==> src/rtl/jtag_pkg.sv <==
// Shared TAP definitions: state encodings, opcode values, IR capture pattern
// and the 1149.1 TMS transition table.
package jtag_pkg;

   typedef enum logic [3:0] {
      EX2_DR = 4'h0,
      EX1_DR = 4'h1,
      SH_DR  = 4'h2,
      PAU_DR = 4'h3,
      SEL_IR = 4'h4,
      UPD_DR = 4'h5,
      CAP_DR = 4'h6,
      SEL_DR = 4'h7,
      EX2_IR = 4'h8,
      EX1_IR = 4'h9,
      SH_IR  = 4'hA,
      PAU_IR = 4'hB,
      RTI    = 4'hC,
      UPD_IR = 4'hD,
      CAP_IR = 4'hE,
      TLR    = 4'hF
   } tap_state_t;

   localparam int unsigned OP_EXTEST = 0;
   localparam int unsigned OP_SAMPLE = 1;
   localparam int unsigned OP_IDCODE = 2;

   localparam logic [1:0] IR_CAPTURE = 2'b01;

   function automatic tap_state_t tap_next(input tap_state_t s, input logic tms);
      tap_state_t n;
      case (s)
         TLR:     n = tms ? TLR    : RTI;
         RTI:     n = tms ? SEL_DR : RTI;
         SEL_DR:  n = tms ? SEL_IR : CAP_DR;
         CAP_DR:  n = tms ? EX1_DR : SH_DR;
         SH_DR:   n = tms ? EX1_DR : SH_DR;
         EX1_DR:  n = tms ? UPD_DR : PAU_DR;
         PAU_DR:  n = tms ? EX2_DR : PAU_DR;
         EX2_DR:  n = tms ? UPD_DR : SH_DR;
         UPD_DR:  n = tms ? SEL_DR : RTI;
         SEL_IR:  n = tms ? TLR    : CAP_IR;
         CAP_IR:  n = tms ? EX1_IR : SH_IR;
         SH_IR:   n = tms ? EX1_IR : SH_IR;
         EX1_IR:  n = tms ? UPD_IR : PAU_IR;
         PAU_IR:  n = tms ? EX2_IR : PAU_IR;
         EX2_IR:  n = tms ? UPD_IR : SH_IR;
         UPD_IR:  n = tms ? SEL_DR : RTI;
         default: n = TLR;
      endcase
      return n;
   endfunction

endpackage

==> src/rtl/jtag_tap_ctrl_if.sv <==
// Board JTAG pins plus the boundary-scan chain hookup seen by the TAP.
interface jtag_tap_ctrl_if;
   import jtag_pkg::*;

   logic       TMS;
   logic       TDI;
   logic       TDO;
   logic       TDO_EN;
   logic       bsr_tdi;
   logic       bsr_tdo;
   logic       mode;
   logic       shift_dr;
   logic       clk_dr;
   logic       update_dr;
   tap_state_t tap_state;

   modport slave (
      input  TMS, TDI, bsr_tdo,
      output TDO, TDO_EN, bsr_tdi, mode, shift_dr, clk_dr, update_dr, tap_state
   );

   modport master (
      output TMS, TDI, bsr_tdo,
      input  TDO, TDO_EN, bsr_tdi, mode, shift_dr, clk_dr, update_dr, tap_state
   );

endinterface

==> src/rtl/jtag_tap_fsm.sv <==
// 16-state TAP state register and TMS-driven next-state logic.
module jtag_tap_fsm
   import jtag_pkg::*;
(
   input  logic       ICLK,
   input  logic       RST,
   input  logic       tms_i,
   output tap_state_t state_o,
   output tap_state_t next_o
);

   tap_state_t state_q, state_d;

   always_ff @(posedge ICLK or posedge RST) begin
      if (RST) state_q <= TLR;
      else     state_q <= state_d;
   end

   always_comb begin
      state_d = tap_next(state_q, tms_i);
   end

   assign state_o = state_q;
   assign next_o  = state_d;

endmodule

==> src/rtl/jtag_tap_ctrl.sv <==
// TAP controller: IR, BYPASS, optional IDCODE register, TDO mux and BSR control decode.
// Define JTAG_IDCODE_EN to build the 32-bit IDCODE register and make IDCODE the reset instruction.
module jtag_tap_ctrl
   import jtag_pkg::*;
#(
   parameter int          IR_W       = 4,
   parameter logic [31:0] IDCODE_VAL = 32'h1000_0001
) (
   input  logic           ICLK,
   input  logic           RST,
   jtag_tap_ctrl_if.slave jtag
);

   localparam logic [IR_W-1:0] EXTEST = IR_W'(OP_EXTEST);
   localparam logic [IR_W-1:0] SAMPLE = IR_W'(OP_SAMPLE);
   localparam logic [IR_W-1:0] BYPASS = {IR_W{1'b1}};
   localparam logic [IR_W-1:0] IR_CAP = IR_W'(IR_CAPTURE);
`ifdef JTAG_IDCODE_EN
   localparam logic [IR_W-1:0] IDCODE = IR_W'(OP_IDCODE);
   localparam logic [IR_W-1:0] IR_RST = IDCODE;
`else
   localparam logic [IR_W-1:0] IR_RST = BYPASS;
`endif

   tap_state_t      state, state_next;
   logic [IR_W-1:0] ir_q, ir_d, ir_sr_q, ir_sr_d, ir_shift;
   logic            bypass_q, bypass_d;
   logic            bsr_sel, id_sel, id_lsb;

   jtag_tap_fsm u_fsm (
      .ICLK    (ICLK),
      .RST     (RST),
      .tms_i   (jtag.TMS),
      .state_o (state),
      .next_o  (state_next)
   );

   genvar gi;
   generate
      for (gi = 0; gi < IR_W - 1; gi++) begin : g_ir_shift
         assign ir_shift[gi] = ir_sr_q[gi+1];
      end
   endgenerate
   assign ir_shift[IR_W-1] = jtag.TDI;

   assign bsr_sel = (ir_q == EXTEST) || (ir_q == SAMPLE);

`ifdef JTAG_IDCODE_EN
   logic [31:0] id_sr_q, id_sr_d;

   assign id_sel = (ir_q == IDCODE);
   assign id_lsb = id_sr_q[0];

   always_comb begin
      id_sr_d = id_sr_q;
      if (state == CAP_DR)               id_sr_d = IDCODE_VAL;
      else if (state == SH_DR && id_sel) id_sr_d = {jtag.TDI, id_sr_q[31:1]};
   end

   always_ff @(posedge ICLK or posedge RST) begin
      if (RST) id_sr_q <= '0;
      else     id_sr_q <= id_sr_d;
   end
`else
   logic unused_idcode;
   assign unused_idcode = ^IDCODE_VAL;
   assign id_sel        = 1'b0;
   assign id_lsb        = 1'b0;
`endif

   always_comb begin
      ir_d     = ir_q;
      ir_sr_d  = ir_sr_q;
      bypass_d = bypass_q;
      case (state)
         CAP_IR:  ir_sr_d = IR_CAP;
         SH_IR:   ir_sr_d = ir_shift;
         UPD_IR:  ir_d    = ir_sr_q;
         CAP_DR:  bypass_d = 1'b0;
         SH_DR:   if (!bsr_sel && !id_sel) bypass_d = jtag.TDI;
         default: ;
      endcase
      // Reload on the edge that enters TLR so the reset instruction is live in TLR itself.
      if (state_next == TLR) ir_d = IR_RST;
   end

   always_ff @(posedge ICLK or posedge RST) begin
      if (RST) begin
         ir_q     <= IR_RST;
         ir_sr_q  <= '0;
         bypass_q <= 1'b0;
      end else begin
         ir_q     <= ir_d;
         ir_sr_q  <= ir_sr_d;
         bypass_q <= bypass_d;
      end
   end

   // Moore decode: the chain cells act on the same edge that leaves the state.
   always_comb begin
      jtag.mode      = (ir_q == EXTEST);
      jtag.shift_dr  = 1'b0;
      jtag.clk_dr    = 1'b0;
      jtag.update_dr = 1'b0;
      jtag.TDO       = 1'b0;
      jtag.TDO_EN    = 1'b0;
      case (state)
         CAP_DR: jtag.clk_dr = bsr_sel;
         SH_DR: begin
            jtag.shift_dr = bsr_sel;
            jtag.clk_dr   = bsr_sel;
            jtag.TDO_EN   = 1'b1;
            jtag.TDO      = bsr_sel ? jtag.bsr_tdo : (id_sel ? id_lsb : bypass_q);
         end
         UPD_DR: jtag.update_dr = bsr_sel;
         SH_IR: begin
            jtag.TDO_EN = 1'b1;
            jtag.TDO    = ir_sr_q[0];
         end
         default: ;
      endcase
   end

   assign jtag.bsr_tdi   = jtag.TDI;
   assign jtag.tap_state = state;

endmodule
==> src/flat_wrapper.sv <==
// flat-port wrapper written by rule: the top's interface ports become plain ports
module jtag_tap_ctrl_flat import jtag_pkg::*;
#(
   parameter int          IR_W       = 4,
   parameter logic [31:0] IDCODE_VAL = 32'h1000_0001
)
  (ICLK, RST, jtag_TMS, jtag_TDI, jtag_bsr_tdo, jtag_TDO, jtag_TDO_EN, jtag_bsr_tdi, jtag_mode, jtag_shift_dr, jtag_clk_dr, jtag_update_dr, jtag_tap_state);
  jtag_tap_ctrl_if jtag_i ();
  input  logic ICLK;
  input  logic RST;
  input wire logic [$bits(jtag_i.TMS)-1:0] jtag_TMS;
  input wire logic [$bits(jtag_i.TDI)-1:0] jtag_TDI;
  input wire logic [$bits(jtag_i.bsr_tdo)-1:0] jtag_bsr_tdo;
  output wire logic [$bits(jtag_i.TDO)-1:0] jtag_TDO;
  output wire logic [$bits(jtag_i.TDO_EN)-1:0] jtag_TDO_EN;
  output wire logic [$bits(jtag_i.bsr_tdi)-1:0] jtag_bsr_tdi;
  output wire logic [$bits(jtag_i.mode)-1:0] jtag_mode;
  output wire logic [$bits(jtag_i.shift_dr)-1:0] jtag_shift_dr;
  output wire logic [$bits(jtag_i.clk_dr)-1:0] jtag_clk_dr;
  output wire logic [$bits(jtag_i.update_dr)-1:0] jtag_update_dr;
  output wire logic [$bits(jtag_i.tap_state)-1:0] jtag_tap_state;
  assign jtag_i.TMS = jtag_TMS;
  assign jtag_i.TDI = jtag_TDI;
  assign jtag_i.bsr_tdo = jtag_bsr_tdo;
  assign jtag_TDO = jtag_i.TDO;
  assign jtag_TDO_EN = jtag_i.TDO_EN;
  assign jtag_bsr_tdi = jtag_i.bsr_tdi;
  assign jtag_mode = jtag_i.mode;
  assign jtag_shift_dr = jtag_i.shift_dr;
  assign jtag_clk_dr = jtag_i.clk_dr;
  assign jtag_update_dr = jtag_i.update_dr;
  assign jtag_tap_state = jtag_i.tap_state;
  jtag_tap_ctrl #(.IR_W(IR_W), .IDCODE_VAL(IDCODE_VAL)) u_core (.ICLK(ICLK), .RST(RST), .jtag(jtag_i));
endmodule
==> config.mk <==
export PLATFORM = sky130hd
export DESIGN_NAME = jtag_tap_ctrl_flat
export DESIGN_NICKNAME = d
export VERILOG_FILES = /design/src/rtl/jtag_pkg.sv /design/src/rtl/jtag_tap_ctrl_if.sv /design/src/rtl/jtag_tap_fsm.sv /design/src/rtl/jtag_tap_ctrl.sv /design/src/flat_wrapper.sv
export SDC_FILE = /design/constraint.sdc
export NUM_CORES = 1
export LEC_CHECK = 0
export ABC_AREA = 1
export BUFFER_PORTS_ARGS = -buffer_cell sky130_fd_sc_hd__clkbuf_2
export CAP_MARGIN = 30
export CELL_PAD_IN_SITES_DETAIL_PLACEMENT = 0
export CELL_PAD_IN_SITES_GLOBAL_PLACEMENT = 1
export CORE_MARGIN = 3
export CORE_UTILIZATION = 39
export DETAILED_ROUTE_END_ITERATION = 6
export PLACE_DENSITY_LB_ADDON = 0.05
export SLEW_MARGIN = 20
export SYNTH_ARGS = -nofsm -noshare
export SYNTH_HDL_FRONTEND = slang
export SYNTH_SLANG_ARGS = --single-unit
==> constraint.sdc <==
create_clock -name ICLK -period 2.6 [get_ports ICLK]
set_input_delay 0.78 -clock ICLK [delete_from_list [all_inputs] [get_ports ICLK]]
set_output_delay 0.78 -clock ICLK [all_outputs]
set_load 0.02 [all_outputs]
# Word level (Yosys, flattened, before mapping)
# Index checks and enable logic that the tools add are counted.
# word_totals
reg_bits,13
latchBits,0
ramBits,0
mem_bits_ro,0
inputBits,5
wordCells,57
memories,0
# op_classes
addsub,0
mul,0
n_div,0
magnitude_cmp,0
n_eq_ne,18
shifts,0
muxes,24
n_bitwise,0
n_reduce_logical,11
# op_table
operator,count
$pmux W4 S12,1
$eq A4 B4 Y1 const B,9
$eq A4 B3 Y1 const B,4
$mux W2,6
$mux W3,4
$mux W4,3
$eq A4 B1 Y1 const B,2
$eq A4 B2 Y1 const B,2
$logic_not A4 Y1,2
$pmux W4 S2,1
$mux W1,7
$reduce_bool A2 Y1,3
$reduce_or A2 Y1,3
$pmux W1 S2,2
$reduce_or A3 Y1,1
$ne A2 B2 Y1 const B,1
$reduce_and A2 Y1,1
$logic_or A1 B1 Y1,1

# Depth between registers and ports, before layout
# logic_depth
ltp_word,5
ltp_mapped,8
ltp_nobuf,8

# Modules after synthesis
# From an unflattened synthesis, not the netlist that was laid out.
# unflattened
cells_unflattened,117
hier_area_um2,815.8
# modules_own_cells
module,instances,cells_per_inst,area_per_inst_um2,seq_area_each_um2
jtag_tap_ctrl,1,74,525.5,230.2
jtag_tap_fsm,1,43,290.3,105.1

# Worst setup path before layout
# OpenSTA, ideal clock, no wires.
# synth_timing
path_type,register to output
from,register u_core.u_fsm.state_q[1] (netlist: u_core.u_fsm.state_o[1])
to,output jtag_TDO
t_arrival_ps,1404
setup_slack_ps,416
stages_incl_launch_ff,7
path_buffers,0
cell_sequence,dfstp_2 > nand2_2 > nor2_2 > nand2_1 > nor2_2 > nand2_1 > o211ai_2
# synth_via
elab_chain_len,2
word_cells_on_any_way,3
# synth_rtl
item,line,source
start: declaration,jtag_tap_fsm.sv:12,"tap_state_t state_q, state_d;"
start signal: assignment,jtag_tap_fsm.sv:16,else state_q <= state_d;
$eq A4 B4 Y1 or $eq A4 B2 Y1 (tied branches),jtag_tap_ctrl.sv:107,case (state)
$pmux W1 S2 (*),jtag_tap_ctrl.sv:107,
end: declaration,flat_wrapper.sv:14,output wire logic [$bits(jtag_i.TDO)-1:0] jtag_TDO;
# Mark *: on every way between the ends. The rest lies on a longest branch, timed or not.

# Final worst setup path
# Same ends and word-level chain as after synthesis.

==> flow_summary.ini <==
[layout]
seqCellArea_um2 = 335
utilization_pct = 52.0
n_antenna_cell = 0
drive_above_1_share_pct = 36.1
multi_input_area_um2 = 309
fillers = 165
nets = 114
area_delta_synth_final_pct = 17.6

[drt]
detail-route-antenna-nets = 0
vias = 641
post_drt_via_cell_ratio = 4.86
drc_errors = 0
dr.pass1.iters = 4
drt-initial-drc-count = 5
wl_um = 1500
wl_per_cell_um = 11.3

[clocking]
insertion_delay_ps = 270
cts_tree = done
cts_max_level = 1
cts_setup_buffers = 0
cts-resized-gates = 0
cts_root_buffer = clkbuf_4
cts_hold_buf = 0
clkSinkCount = 13
clk_pin_slew_worst_paths_ps = 90
clock_path_buffers = 2
cts_buffers = 3

[floorplanning]
ios = 16
dieWidth_um = 48.5
core.rowCount = 14
die_h_um = 48.5
core_area_um2 = 1590
die_area_um2 = 2350
start_util_pct = 44.2

[synthesis]
syn_area_um2 = 704
syn_area_per_cell_um2 = 7.83
ys_ff_latch = 13
yosys.area.top_type = dfstp_2
synth_fp_nets = 95
ys_async_sr_fraction_pct = 100
ys.flop_type = dfstp_2
synth_commonest_cells = nand2_1, inv_1, dfstp_2, o21ai_1, o21ai_0
synth_top_area_share_pct = 29.8
synth_cells = 90
synth_area_leaders = dfstp_2, dfrtp_1, nand2_1, inv_1, o21ai_1
seq_area_frac_synth_pct = 47.6
synth_most_common_cell = nand2_1
synth-edff-count = 0
synth_warnings = 0
synthDistinctLibCells = 21

[timing]
final-setup-viol-count = 0
rsz0062_at_grt = no
finalMaxSlewViolations = 0
fin_skew_ps = 5.91
max_slew_margin_pct = 67.3
tightest_slew_ps = 491
layout_min_cycle_time_ps = 2450
final_hold_viol_count = 0
min_period_over_period_pct = 94.3
fmax_mhz = 408
setup_tns_ps = 0

[setup_path]
cp_slowest_stage_delay_ps = 620
end_kind = primary output
worstSetupPathType = reg -> out
crit_arrival_ps = 1670
crit_chain = nand2_2 -> nor2_2 -> nand2_1 -> nor2_2 -> nand2_1 -> o211ai_2 -> clkbuf_2
critical_path.top_delay_family = flip-flops
slowest_stage = dfstp_2
crit_buf_inv = 1
worstPathMaxFanout = 7
worstSetupStartpointType = register
worstPathRequired_ps = 1820

[placed_design]
place_congestion = 0.817
hpwl_um = 1150
port_buffers = 15

[grt]
grt.total_usage_pct = 14.6
grt-ovfl-total = 0
grt_max_degree = 14
grt_pass1_vias = 587
grt_pass1_wl_um = 2680
antenna_found_initial = 0

[power_and_ir_drop]
vdd.ir_drop.worst_mv = 0.614
powerDensity_nw_per_um2 = 1230
leakage_nw = 0.416

[run_status]
status = finished clean

[run]
drv_cap = 0

[worst_hold_path]
hold_path.class = in -> async
## worst paths after layout
kind	startpoint	depth (start not counted)	slack (ps)	to
setup / recovery	u_core.u_fsm.state_o[1]	7	150	jtag_TDO
hold / removal	RST	2	500	u_core.ir_sr_q[1]
setup reg to reg	u_core.u_fsm.state_o[2]	6	1220	u_core.ir_q[0]
hold reg to reg	u_core.ir_sr_q[2]	2	510	u_core.ir_q[2]
max in group asynchronous	RST	2	1740	u_core.ir_q[2]
min in group ICLK	u_core.ir_sr_q[2]	2	510	u_core.ir_q[2]
## registers in the layout (all words and copies together), names as in the netlist
register              cells
u_core.bypass_q           1
u_core.u_fsm.state_o      4
u_core.ir_q               4
u_core.ir_sr_q            4
## cells in the final DEF, fill, tap and decap left out
cell	n
nand3_1	4
o22ai_1	1
dfstp_2	8
nor2_2	4
o21ai_1	8
nand2_2	1
clkbuf_4	3
clkbuf_1	1
a21oi_2	1
inv_1	11
nor3_1	1
clkbuf_2	15
nor4_1	1
o21ai_2	1
nand2_1	27
nor2_1	2
nand4_1	1
inv_2	3
dfrtp_1	5
o21ai_0	6
nand3_2	2
o211ai_2	1
a21oi_1	1
## through the flow
| stage | total power, W | setup WS, ps | cells | instance area (um2) | hold slack (ps) |
|---|---|---|---|---|---|
| 6_report | 0.00102 | 149 | 132 | 828 | 497 |
| 4_1_cts | 0.00102 | 141 | 132 | 828 | 506 |
| 2_1_floorplan | 0.000768 | 416 | 90 | 704 | 459 |
| 3_3_place_gp | 0.000895 | 450 | 128 | 802 | 487 |
| 3_5_place_dp | 0.000897 | 454 | 128 | 802 | 488 |
| 5_1_grt | 0.00111 | 6.64 | 132 | 828 | 536 |
## layout make-up
cell class	count	area share [%]
Clock buffer	4	3.17
Inverter	14	6.34
Multi-Input combinational cell	62	37.3
Sequential cell	13	40.5
Tap cell	24	3.63
Timing Repair Buffer	15	9.06
## where the power goes
part | total, W | leakage, nW | internal, W | switching [W]
clock | 0.000125 | 0.0150 | 0.0000593 | 0.0000661
combinational | 0.000458 | 0.250 | 0.000146 | 0.000312
sequential | 0.000435 | 0.150 | 0.000334 | 0.000101
## cells by family after synthesis
logic type      after synthesis  share of synthesized area [%]
compound gates               19                           15.8
buf+inv                      15                           8.53
flops                        13                           47.6
simple gates                 43                           28.1
## layer usage
layer	up-vias	routed length [um]	GRT usage, %
met5	-	0	0
li1	326	-	-
met4	0	12	4.27
met2	20	657	20.6
met3	2	95	4.29
met1	293	732	21.4
No activity file was read; power rests on OpenSTA's default activity.
